$ cat src/rtl/bcd_time_counter.sv
// bcd_time_counter: 24-hour HH:MM:SS time-of-day keeper in packed BCD.
// A prescaler divides clk down to a 1 s tick. A set mode adjusts minutes and
// hours from push-button pulses. Registered one-cycle pulses mark second
// ticks, minute changes and the midnight wrap.
// Optional build macro LEADING_ZERO_BLANK_EN: hour_tens shows the decoder
// blank code 4'ha whenever the hour-tens digit is zero.
module bcd_time_counter #(
  parameter int CLK_DIV = 50000000,
  parameter int PS_W    = 26
) (
  input  logic       clk,
  input  logic       reset,
  input  logic       run,
  input  logic       set_mode,
  input  logic       inc_min,
  input  logic       inc_hour,
  output logic [3:0] hour_tens,
  output logic [3:0] hour_ones,
  output logic [3:0] min_tens,
  output logic [3:0] min_ones,
  output logic [3:0] sec_tens,
  output logic [3:0] sec_ones,
  output logic       sec_tick,
  output logic       min_tick,
  output logic       day_wrap
);

  localparam logic [PS_W-1:0] PS_LAST = PS_W'(CLK_DIV - 1);
  localparam logic [PS_W-1:0] PS_ONE  = PS_W'(1);

`ifdef LEADING_ZERO_BLANK_EN
  localparam logic [3:0] HT_DISP_RST = 4'ha;
`else
  localparam logic [3:0] HT_DISP_RST = 4'h0;
`endif

  typedef enum logic [1:0] {
    MODE_HOLD = 2'd0,
    MODE_RUN  = 2'd1,
    MODE_SET  = 2'd2
  } mode_e;

  mode_e mode;

  logic [PS_W-1:0] ps_q, ps_d;
  logic [3:0] ht_q, ht_d, ho_q, ho_d;
  logic [3:0] mt_q, mt_d, mo_q, mo_d;
  logic [3:0] st_q, st_d, so_q, so_d;
  logic [3:0] ht_disp_q, ht_disp_d;
  logic       sec_tick_q, sec_tick_d;
  logic       min_tick_q, min_tick_d;
  logic       day_wrap_q, day_wrap_d;
  logic [8:0] hour_nx;
  logic [8:0] min_nx;

  // Advance a 00..23 hour pair; returns {wrapped, tens, ones}.
  function automatic logic [8:0] hour_next(input logic [3:0] t, input logic [3:0] o);
    logic [8:0] r;
    if (t == 4'd2 && o == 4'd3) r = {1'b1, 4'd0, 4'd0};
    else if (o == 4'd9)         r = {1'b0, t + 4'd1, 4'd0};
    else                        r = {1'b0, t, o + 4'd1};
    return r;
  endfunction

  // Advance a 00..59 minute or second pair; returns {wrapped, tens, ones}.
  function automatic logic [8:0] sexa_next(input logic [3:0] t, input logic [3:0] o);
    logic [8:0] r;
    if (o != 4'd9)        r = {1'b0, t, o + 4'd1};
    else if (t == 4'd5)   r = {1'b1, 4'd0, 4'd0};
    else                  r = {1'b0, t + 4'd1, 4'd0};
    return r;
  endfunction

  // Hour-tens as presented to the decoder, blank code for a leading zero if enabled.
  function automatic logic [3:0] ht_display(input logic [3:0] t);
`ifdef LEADING_ZERO_BLANK_EN
    return (t == 4'd0) ? 4'ha : t;
`else
    return t;
`endif
  endfunction

  // Mode decode: set mode dominates, then run versus hold.
  always_comb begin
    if (set_mode)  mode = MODE_SET;
    else if (run)  mode = MODE_RUN;
    else           mode = MODE_HOLD;
  end

  // Next-state: prescaler, BCD carry chain, set-mode adjustment and pulses.
  always_comb begin
    ps_d       = ps_q;
    ht_d       = ht_q;
    ho_d       = ho_q;
    mt_d       = mt_q;
    mo_d       = mo_q;
    st_d       = st_q;
    so_d       = so_q;
    sec_tick_d = 1'b0;
    min_tick_d = 1'b0;
    day_wrap_d = 1'b0;
    hour_nx    = hour_next(ht_q, ho_q);
    min_nx     = sexa_next(mt_q, mo_q);
    unique case (mode)
      MODE_SET: begin
        ps_d = '0;
        st_d = 4'd0;
        so_d = 4'd0;
        if (inc_min) begin
          mt_d       = min_nx[7:4];
          mo_d       = min_nx[3:0];
          min_tick_d = 1'b1;
        end
        if (inc_hour) begin
          ht_d = hour_nx[7:4];
          ho_d = hour_nx[3:0];
        end
      end
      MODE_RUN: begin
        if (ps_q == PS_LAST) begin
          logic [8:0] sec_nx;
          ps_d       = '0;
          sec_tick_d = 1'b1;
          sec_nx     = sexa_next(st_q, so_q);
          st_d       = sec_nx[7:4];
          so_d       = sec_nx[3:0];
          if (sec_nx[8]) begin
            min_tick_d = 1'b1;
            mt_d       = min_nx[7:4];
            mo_d       = min_nx[3:0];
            if (min_nx[8]) begin
              ht_d       = hour_nx[7:4];
              ho_d       = hour_nx[3:0];
              day_wrap_d = hour_nx[8];
            end
          end
        end else begin
          ps_d = ps_q + PS_ONE;
        end
      end
      default: ;
    endcase
    ht_disp_d = ht_display(ht_d);
  end

  // State and pulse registers with asynchronous reset to 00:00:00.
  always_ff @(posedge clk or posedge reset) begin
    if (reset) begin
      ps_q       <= '0;
      ht_q       <= 4'd0;
      ho_q       <= 4'd0;
      mt_q       <= 4'd0;
      mo_q       <= 4'd0;
      st_q       <= 4'd0;
      so_q       <= 4'd0;
      ht_disp_q  <= HT_DISP_RST;
      sec_tick_q <= 1'b0;
      min_tick_q <= 1'b0;
      day_wrap_q <= 1'b0;
    end else begin
      ps_q       <= ps_d;
      ht_q       <= ht_d;
      ho_q       <= ho_d;
      mt_q       <= mt_d;
      mo_q       <= mo_d;
      st_q       <= st_d;
      so_q       <= so_d;
      ht_disp_q  <= ht_disp_d;
      sec_tick_q <= sec_tick_d;
      min_tick_q <= min_tick_d;
      day_wrap_q <= day_wrap_d;
    end
  end

  assign hour_tens = ht_disp_q;
  assign hour_ones = ho_q;
  assign min_tens  = mt_q;
  assign min_ones  = mo_q;
  assign sec_tens  = st_q;
  assign sec_ones  = so_q;
  assign sec_tick  = sec_tick_q;
  assign min_tick  = min_tick_q;
  assign day_wrap  = day_wrap_q;

endmodule

$ cat config.mk
export PLATFORM = sky130hd
export DESIGN_NAME = bcd_time_counter
export DESIGN_NICKNAME = d
export VERILOG_FILES = /design/src/rtl/bcd_time_counter.sv
export SDC_FILE = /design/constraint.sdc
export NUM_CORES = 1
export LEC_CHECK = 0
export ABC_CLOCK_PERIOD_IN_PS = 2890
export BUFFER_PORTS_ARGS = -buffer_cell sky130_fd_sc_hd__buf_2
export CAP_MARGIN = 10
export CORE_ASPECT_RATIO = 0.8
export CORE_MARGIN = 3
export CORE_UTILIZATION = 55
export DETAILED_ROUTE_END_ITERATION = 12
export GPL_TIMING_DRIVEN = 0
export PLACE_DENSITY = 0.75
export SKIP_CTS_REPAIR_TIMING = 1
export SLEW_MARGIN = 20
export SYNTH_ARGS = -nofsm -noshare
export SYNTH_HDL_FRONTEND = slang
export SYNTH_SLANG_ARGS = --single-unit
$ cat constraint.sdc
create_clock -name clk -period 2.89 [get_ports clk]
set_input_delay 0.578 -clock clk [delete_from_list [all_inputs] [get_ports clk]]
set_output_delay 0.578 -clock clk [all_outputs]
set_load 0.01 [all_outputs]
==> results of run 1 <==
-- state kept, by name, indices dropped and copies added, names as in the netlist --
signal / flops
day_wrap: 1
hour_ones: 4
hour_tens: 4
min_ones: 4
min_tens: 4
min_tick: 1
ps_q: 26
sec_ones: 4
sec_tens: 4
sec_tick: 1
-- worst reg2reg max path, cell delays in order (launching register included) --
cell,delay (ns)
dfrtp_1,0.44
ha_1,0.24
nand4_1,0.27
nor4_2,0.49
a21oi_1,0.31
buf_2,0.29
buf_4,0.20
a32oi_1,0.17
nand2_1,0.07
-- placed cells by master, fill, tap and decap left out, drive strengths merged, types with 3 or more instances in the layout --
master and instances:
o21ai 17, nand2 33, nor3b 5, a31oi 15, nor4 8, a211o 5
or3 4, nor2b 3, a21o 6, nand3b 4, o31ai 3, inv 13
nand3 19, nand4 11, xnor2 3, a31o 3, o211ai 7, dfrtp 53
buf 37, or2 3, and2 4, ha 9, clkbuf 11, nor3 8
and3 10, a22o 3, a41oi 3, nor2 18, nand2b 5, mux2 4
a21oi 12
-- power by group through the flow --
| stage | sequential (mW) | combinational, mW | clock (mW) |
|---|---|---|---|
| 5_1_grt | 1.01 | 0.547 | 0.566 |
| 3_5_place_dp | 0.999 | 0.490 | 0 |
| 3_3_place_gp | 0.996 | 0.475 | 0 |
| 4_1_cts | 0.985 | 0.492 | 0.536 |
| 2_1_floorplan | 1.02 | 0.285 | 0 |
| 6_report | 0.987 | 0.485 | 0.529 |
-- worst max-delay path by stage --
stage                                           to  depth (start not counted)           startpoint
after global routing          ps_q[18]$_DFFE_PP0P_                          8  ps_q[0]$_DFFE_PP0P_
after floorplan           hour_tens[3]$_DFFE_PP0P_                          6                  run
after global placement         ps_q[9]$_DFFE_PP0P_                          8             set_mode
final                         ps_q[18]$_DFFE_PP0P_                          8  ps_q[0]$_DFFE_PP0P_
after detailed placement      ps_q[20]$_DFFE_PP0P_                          8             set_mode
after CTS                     ps_q[18]$_DFFE_PP0P_                          8  ps_q[0]$_DFFE_PP0P_
-- cells in the mapped netlist (all sizes together) (4+ instances only) --
cell,n
a211o,5
a21o,6
a21oi,12
a31oi,15
and2,4
and3,10
buf,6
clkbuf,4
dfrtp,53
ha,9
inv,13
mux2,4
nand2,33
nand2b,5
nand3,19
nand3b,4
nand4,11
nor2,18
nor3,8
nor3b,5
nor4,8
o211ai,7
o21ai,17
or3,4
-- layout make-up --
type | count | area (sq um) | share of cell area, %
multi-input cells | 249 | 1640 | 48.1
plain buffers | 10 | 46.3 | 1.36
inverters | 13 | 51.3 | 1.50
flip-flops and latches | 53 | 1330 | 38.8
repair buffers | 31 | 155 | 4.54
well taps | 62 | 77.6 | 2.27
clock inverters | 1 | 30.0 | 0.879
clock buffers | 7 | 86.3 | 2.53
-- per-stage QoR --
stage	power [mW]	std cells	hold WS, ns	utilization (%)
floorplan	1.31	325	0.444	-
global placement	1.47	418	0.481	63.6
detailed placement	1.49	418	0.472	63.7
CTS	2.01	426	0.384	65.9
global route	2.13	426	0.420	65.9
finish	2.00	426	0.356	65.9
-- logic make-up (layout without fill, tap and decap cells) --
logic type,after synthesis,count (layout),synth area share (%)
compound gates,86,86,20.2
xor+xnor,5,5,1.43
fa+ha+maj,9,9,3.68
buf+inv,23,62,3.10
flops,53,53,43.3
mux,6,6,2.12
simple gates,143,143,26.1
-- layer usage --
| layer | track usage (%) | vias up | wire length [um] |
|---|---|---|---|
| met5 | 0 | - | 0 |
| met4 | 5.29 | 0 | 84 |
| met3 | 3.50 | 13 | 421 |
| met2 | 34.4 | 117 | 3010 |
| met1 | 34.8 | 1271 | 3370 |
| li1 | - | 1308 | - |
==> flow_metrics.tcl, run 1 <==
set metrics [dict create \
    rsz0062_at_grt "no" \
    ys_ff_latch 53 \
    async_reset_ff_share_pct 100 \
    syn_area_per_cell_sq_um 9.42 \
    worstSkewPairLatency_ns 0.31 \
    syn-num-nets 340 \
    wl_per_cell_um 16.2 \
    dr.pass1.iters 5 \
    overflow 0 \
    synth.distinct_cells 58 \
    finalSetupTns_ns 0 \
    grt_max_degree 54 \
    ant_nets 0 \
    drt-initial-drc-count 208 \
    fin_skew_ns 0.00795 \
    die_area_sq_um 6510 \
    synth_edf_count 0 \
    maxCapViolCount 0 \
    fin_area_sq_um 3410 \
    period_minus_slack_ns 2.58 \
    io_buffer_count 31 \
    vias_per_cell 6.36 \
    cts_root_buf "clkbuf_8" \
    slew_viol_final 0 \
    worstSetupPathType "flop to flop" \
    drc 0 \
    grt_first_pass_wirelength_um 11900 \
    rr_endpoint "ps_q[18]$_DFFE_PP0P_" \
    core_sq_um 5180 \
    p_clk_share_pct 26.5 \
    start_util_pct 59.1 \
    p_switching_mw 0.663 \
    cpLargestDelayFamily "simple AND/OR/NAND/NOR gates" \
    vias 2709 \
    path_cells "ha_1, nand4_1, nor4_2, a21oi_1, buf_2, buf_4, a32oi_1, nand2_1" \
    hold_path.class "input port to asynchronous set/reset pin" \
    fillers 434 \
    crit_fanout 10 \
    cts_tree "done" \
    ff2ff_setup_slack_ns 0.31 \
    fmaxAchievable_ghz 0.387 \
    reg2reg_depth 8 \
    dpl.hpwl_um 4860 \
    arrival_ns 2.79 \
    cts-buffers-inserted 5 \
    synthTopCellsByArea "dfrtp_1 (43%), nand2_1 (4.0%), ha_1 (3.7%), a31oi_1 (3.1%), nand3_1 (2.9%)" \
    worst_pin_slew_ns 0.802 \
    hold_viol_final 0 \
    timing.final.ws_setup_ns 0.307 \
    power_density_nw_per_um2 586 \
    power_frac_seq_pct 49.3 \
    slowest_stage "nor4_2" \
    cts-htree-levels 2 \
    clock-sinks 53 \
    synth_cells 325 \
    cts.path.max_buffers 2 \
    slew_headroom_pct 46.1 \
    area_growth_syn_to_layout_pct 11.5 \
    synth_area_sq_um 3060 \
    ir_worst_vdd_mv 0.447 \
    die_w_um 89.4 \
    post-route-period-util_pct 89.4 \
    yosysSeqAreaShare_pct 43.3 \
    status "finished, final reports clean" \
    grt_usage_pct 22.9 \
    ys.flop_type "dfrtp_1" \
    die_h_um 72.7 \
    yosysTopAreaCellShare_pct 43.3 \
    slowest_delay_ns 0.49 \
    placementRows 23 \
    p_int_mw 1.34 \
    switching_share_pct 33.1 \
    p_comb_share_pct 24.2 \
    ys_warn_count 0 \
    gp_congestion 0.864 \
    placed_area_sq_um 3300 \
    grt_pass1_vias 2475 \
    num_io_pins 33 \
    totalWireLength_um 6890 \
    leakage_nw 1.60 \
    end_kind "flop" \
    final-setup-viol-count 0 \
    cp.buffers_inverters 2 \
    r2r_start "ps_q[0]$_DFFE_PP0P_" \
    antennaDiodeCount 0 \
    start_kind "flop" \
    fin_nets 378 \
    synth_top_area_cell "dfrtp_1" \
    antenna_found_initial 0 \
    pre_cts_ws_ns 0.167 \
    drive_gt1_share_pct 15.7 \
    clkTransAtPathRegs_ns 0.09 \
    cp_data_required_time_ns 3.10 \
]
Note: power is estimated with default switching activity, not from simulation.
==> inputs of run 2 (changes only) <==
--- a/config.mk
+++ b/config.mk
@@ -8,11 +8,11 @@
 export ABC_CLOCK_PERIOD_IN_PS = 2890
 export BUFFER_PORTS_ARGS = -buffer_cell sky130_fd_sc_hd__buf_2
 export CAP_MARGIN = 10
-export CORE_ASPECT_RATIO = 0.8
 export CORE_MARGIN = 3
 export CORE_UTILIZATION = 55
 export DETAILED_ROUTE_END_ITERATION = 12
 export GPL_TIMING_DRIVEN = 0
+export MAX_ROUTING_LAYER = met4
 export PLACE_DENSITY = 0.75
 export SKIP_CTS_REPAIR_TIMING = 1
 export SLEW_MARGIN = 20
==> flow_metrics.tcl, run 2 (same netlist as run 1, synthesis figures left out) <==
set metrics [dict create \
    status "finished, final reports clean" \
    antennaDiodeCount 0 \
    die_w_um 80.6 \
    cts_tree "done" \
    totalWireLength_um 6800 \
    final-setup-viol-count 0 \
    timing.final.ws_setup_ns 0.255 \
    post-route-period-util_pct 91.2 \
    worst_pin_slew_ns 0.738 \
    start_kind "flop" \
    top_register "ps_q" \
    worstSkewPairLatency_ns 0.30 \
    vias 2629 \
    crit_fanout 10 \
    power_density_nw_per_um2 563 \
    arrival_ns 2.85 \
    cp_data_required_time_ns 3.11 \
    ant_nets 0 \
    fmaxAchievable_ghz 0.380 \
    grt_pass1_vias 2509 \
    clock-sinks 53 \
    area_growth_syn_to_layout_pct 11.6 \
    switching_share_pct 33.9 \
    vias_per_cell 6.06 \
    hold_viol_final 0 \
    fin_skew_ns 0.00443 \
    finalSetupTns_ns 0 \
    period_minus_slack_ns 2.63 \
    placed_area_sq_um 3310 \
    grt_max_degree 54 \
    fin_nets 378 \
    dpl.hpwl_um 4880 \
    cts.path.max_buffers 2 \
    worstSetupPathType "flop to flop" \
    maxCapViolCount 0 \
    fin_area_sq_um 3420 \
    finalPower_mw 1.92 \
    rsz0062_at_grt "no" \
    dpl.cell_count 426 \
    largest_reg_flops 26 \
    fillers 438 \
    final_cell_mix "dfrtp_1 (53), buf_2 (35), nand2_1 (33), nand3_1 (18), nor2_1 (18)" \
    num_io_pins 33 \
    p_clk_share_pct 23.6 \
    gp_congestion 0.901 \
    pre_cts_ws_ns 0.141 \
    drt-initial-drc-count 159 \
    grt_first_pass_wirelength_um 11900 \
    wl_per_cell_um 15.7 \
    dr.pass1.iters 5 \
    cts_root_buf "clkbuf_8" \
    ir_worst_vdd_mv 0.309 \
    reg2reg_depth 8 \
    cts-htree-levels 2 \
    power_frac_seq_pct 51.3 \
    grt_usage_pct 23.7 \
    drc 0 \
    drive_gt1_share_pct 15.9 \
    whs_ns 0.360 \
    core_sq_um 5240 \
    end_kind "flop" \
    clkTransAtPathRegs_ns 0.09 \
    leakage_nw 1.62 \
    p_switching_mw 0.653 \
    cts-buffers-inserted 5 \
    p_int_mw 1.27 \
    p_comb_share_pct 25.2 \
    finish.utilization_pct 65.3 \
    final_common_cell "dfrtp_1" \
    slew_headroom_pct 50.8 \
    placementRows 26 \
    io_buffer_count 31 \
    hold_path.class "input port to asynchronous set/reset pin" \
    die_h_um 80.6 \
    antenna_found_initial 0 \
    die_area_sq_um 6500 \
    start_util_pct 58.5 \
    slew_viol_final 0 \
    fin_cells 434 \
    overflow 0 \
]
==> run 2: cell count changes in the layout (fill, tap and decap cells not counted) <==
cell / delta
clkbuf_8: +1
nor4_4: +1
clkinv_2: +1
bufinv_16: -1
clkbuf_1: -1
nor4_2: -1
==> run 2: power groups by stage <==
stage | logic [mW] | registers (mW) | clock network [mW]
floorplan | 0.285 | 1.02 | 0
global placement | 0.470 | 0.998 | 0
detailed placement | 0.492 | 1.00 | 0
CTS | 0.493 | 0.986 | 0.469
global route | 0.556 | 1.02 | 0.496
finish | 0.484 | 0.987 | 0.454
==> run 2: layout make-up <==
class	instances	area, sq um	area share [%]
multi-input cells	249	1650	48.3
flip-flops and latches	53	1330	38.8
repair buffers	31	155	4.54
clock buffers	7	96.3	2.82
well taps	70	87.6	2.56
inverters	13	51.3	1.50
plain buffers	10	46.3	1.35
clock inverters	1	5.00	0.146
==> run 2: final timing paths <==
kind                                         start                  endpoint  slack (ns)
max reg2reg                    ps_q[0]$_DFFE_PP0P_      ps_q[12]$_DFFE_PP0P_        0.26
max                            ps_q[0]$_DFFE_PP0P_      ps_q[12]$_DFFE_PP0P_        0.26
max in group asynchronous                    reset      ps_q[15]$_DFFE_PP0P_        2.07
min in group clk           min_tens[3]$_DFFE_PP0P_   min_tens[3]$_DFFE_PP0P_        0.49
min reg2reg                min_tens[3]$_DFFE_PP0P_   min_tens[3]$_DFFE_PP0P_        0.49
min                                          reset  hour_ones[0]$_DFFE_PP0P_        0.36
==> run 2: routing by layer <==
layer / vias to the layer above / routed length [um] / track usage, %
met1: 1263 / 3160 / 31.9
li1: 1297 / - / -
met4: 0 / 81 / 6.76
met5: - / 0 / -
met2: 60 / 3300 / 37.1
met3: 9 / 255 / 3.81
==> run 2: worst max-delay path: stages, from the launching register on <==
cell     delay, ns
dfrtp_1       0.45
ha_1          0.27
nand4_1       0.26
nor4_4        0.10
a21oi_1       0.62
buf_2         0.36
buf_4         0.22
a21oi_1       0.09
a31oi_1       0.20
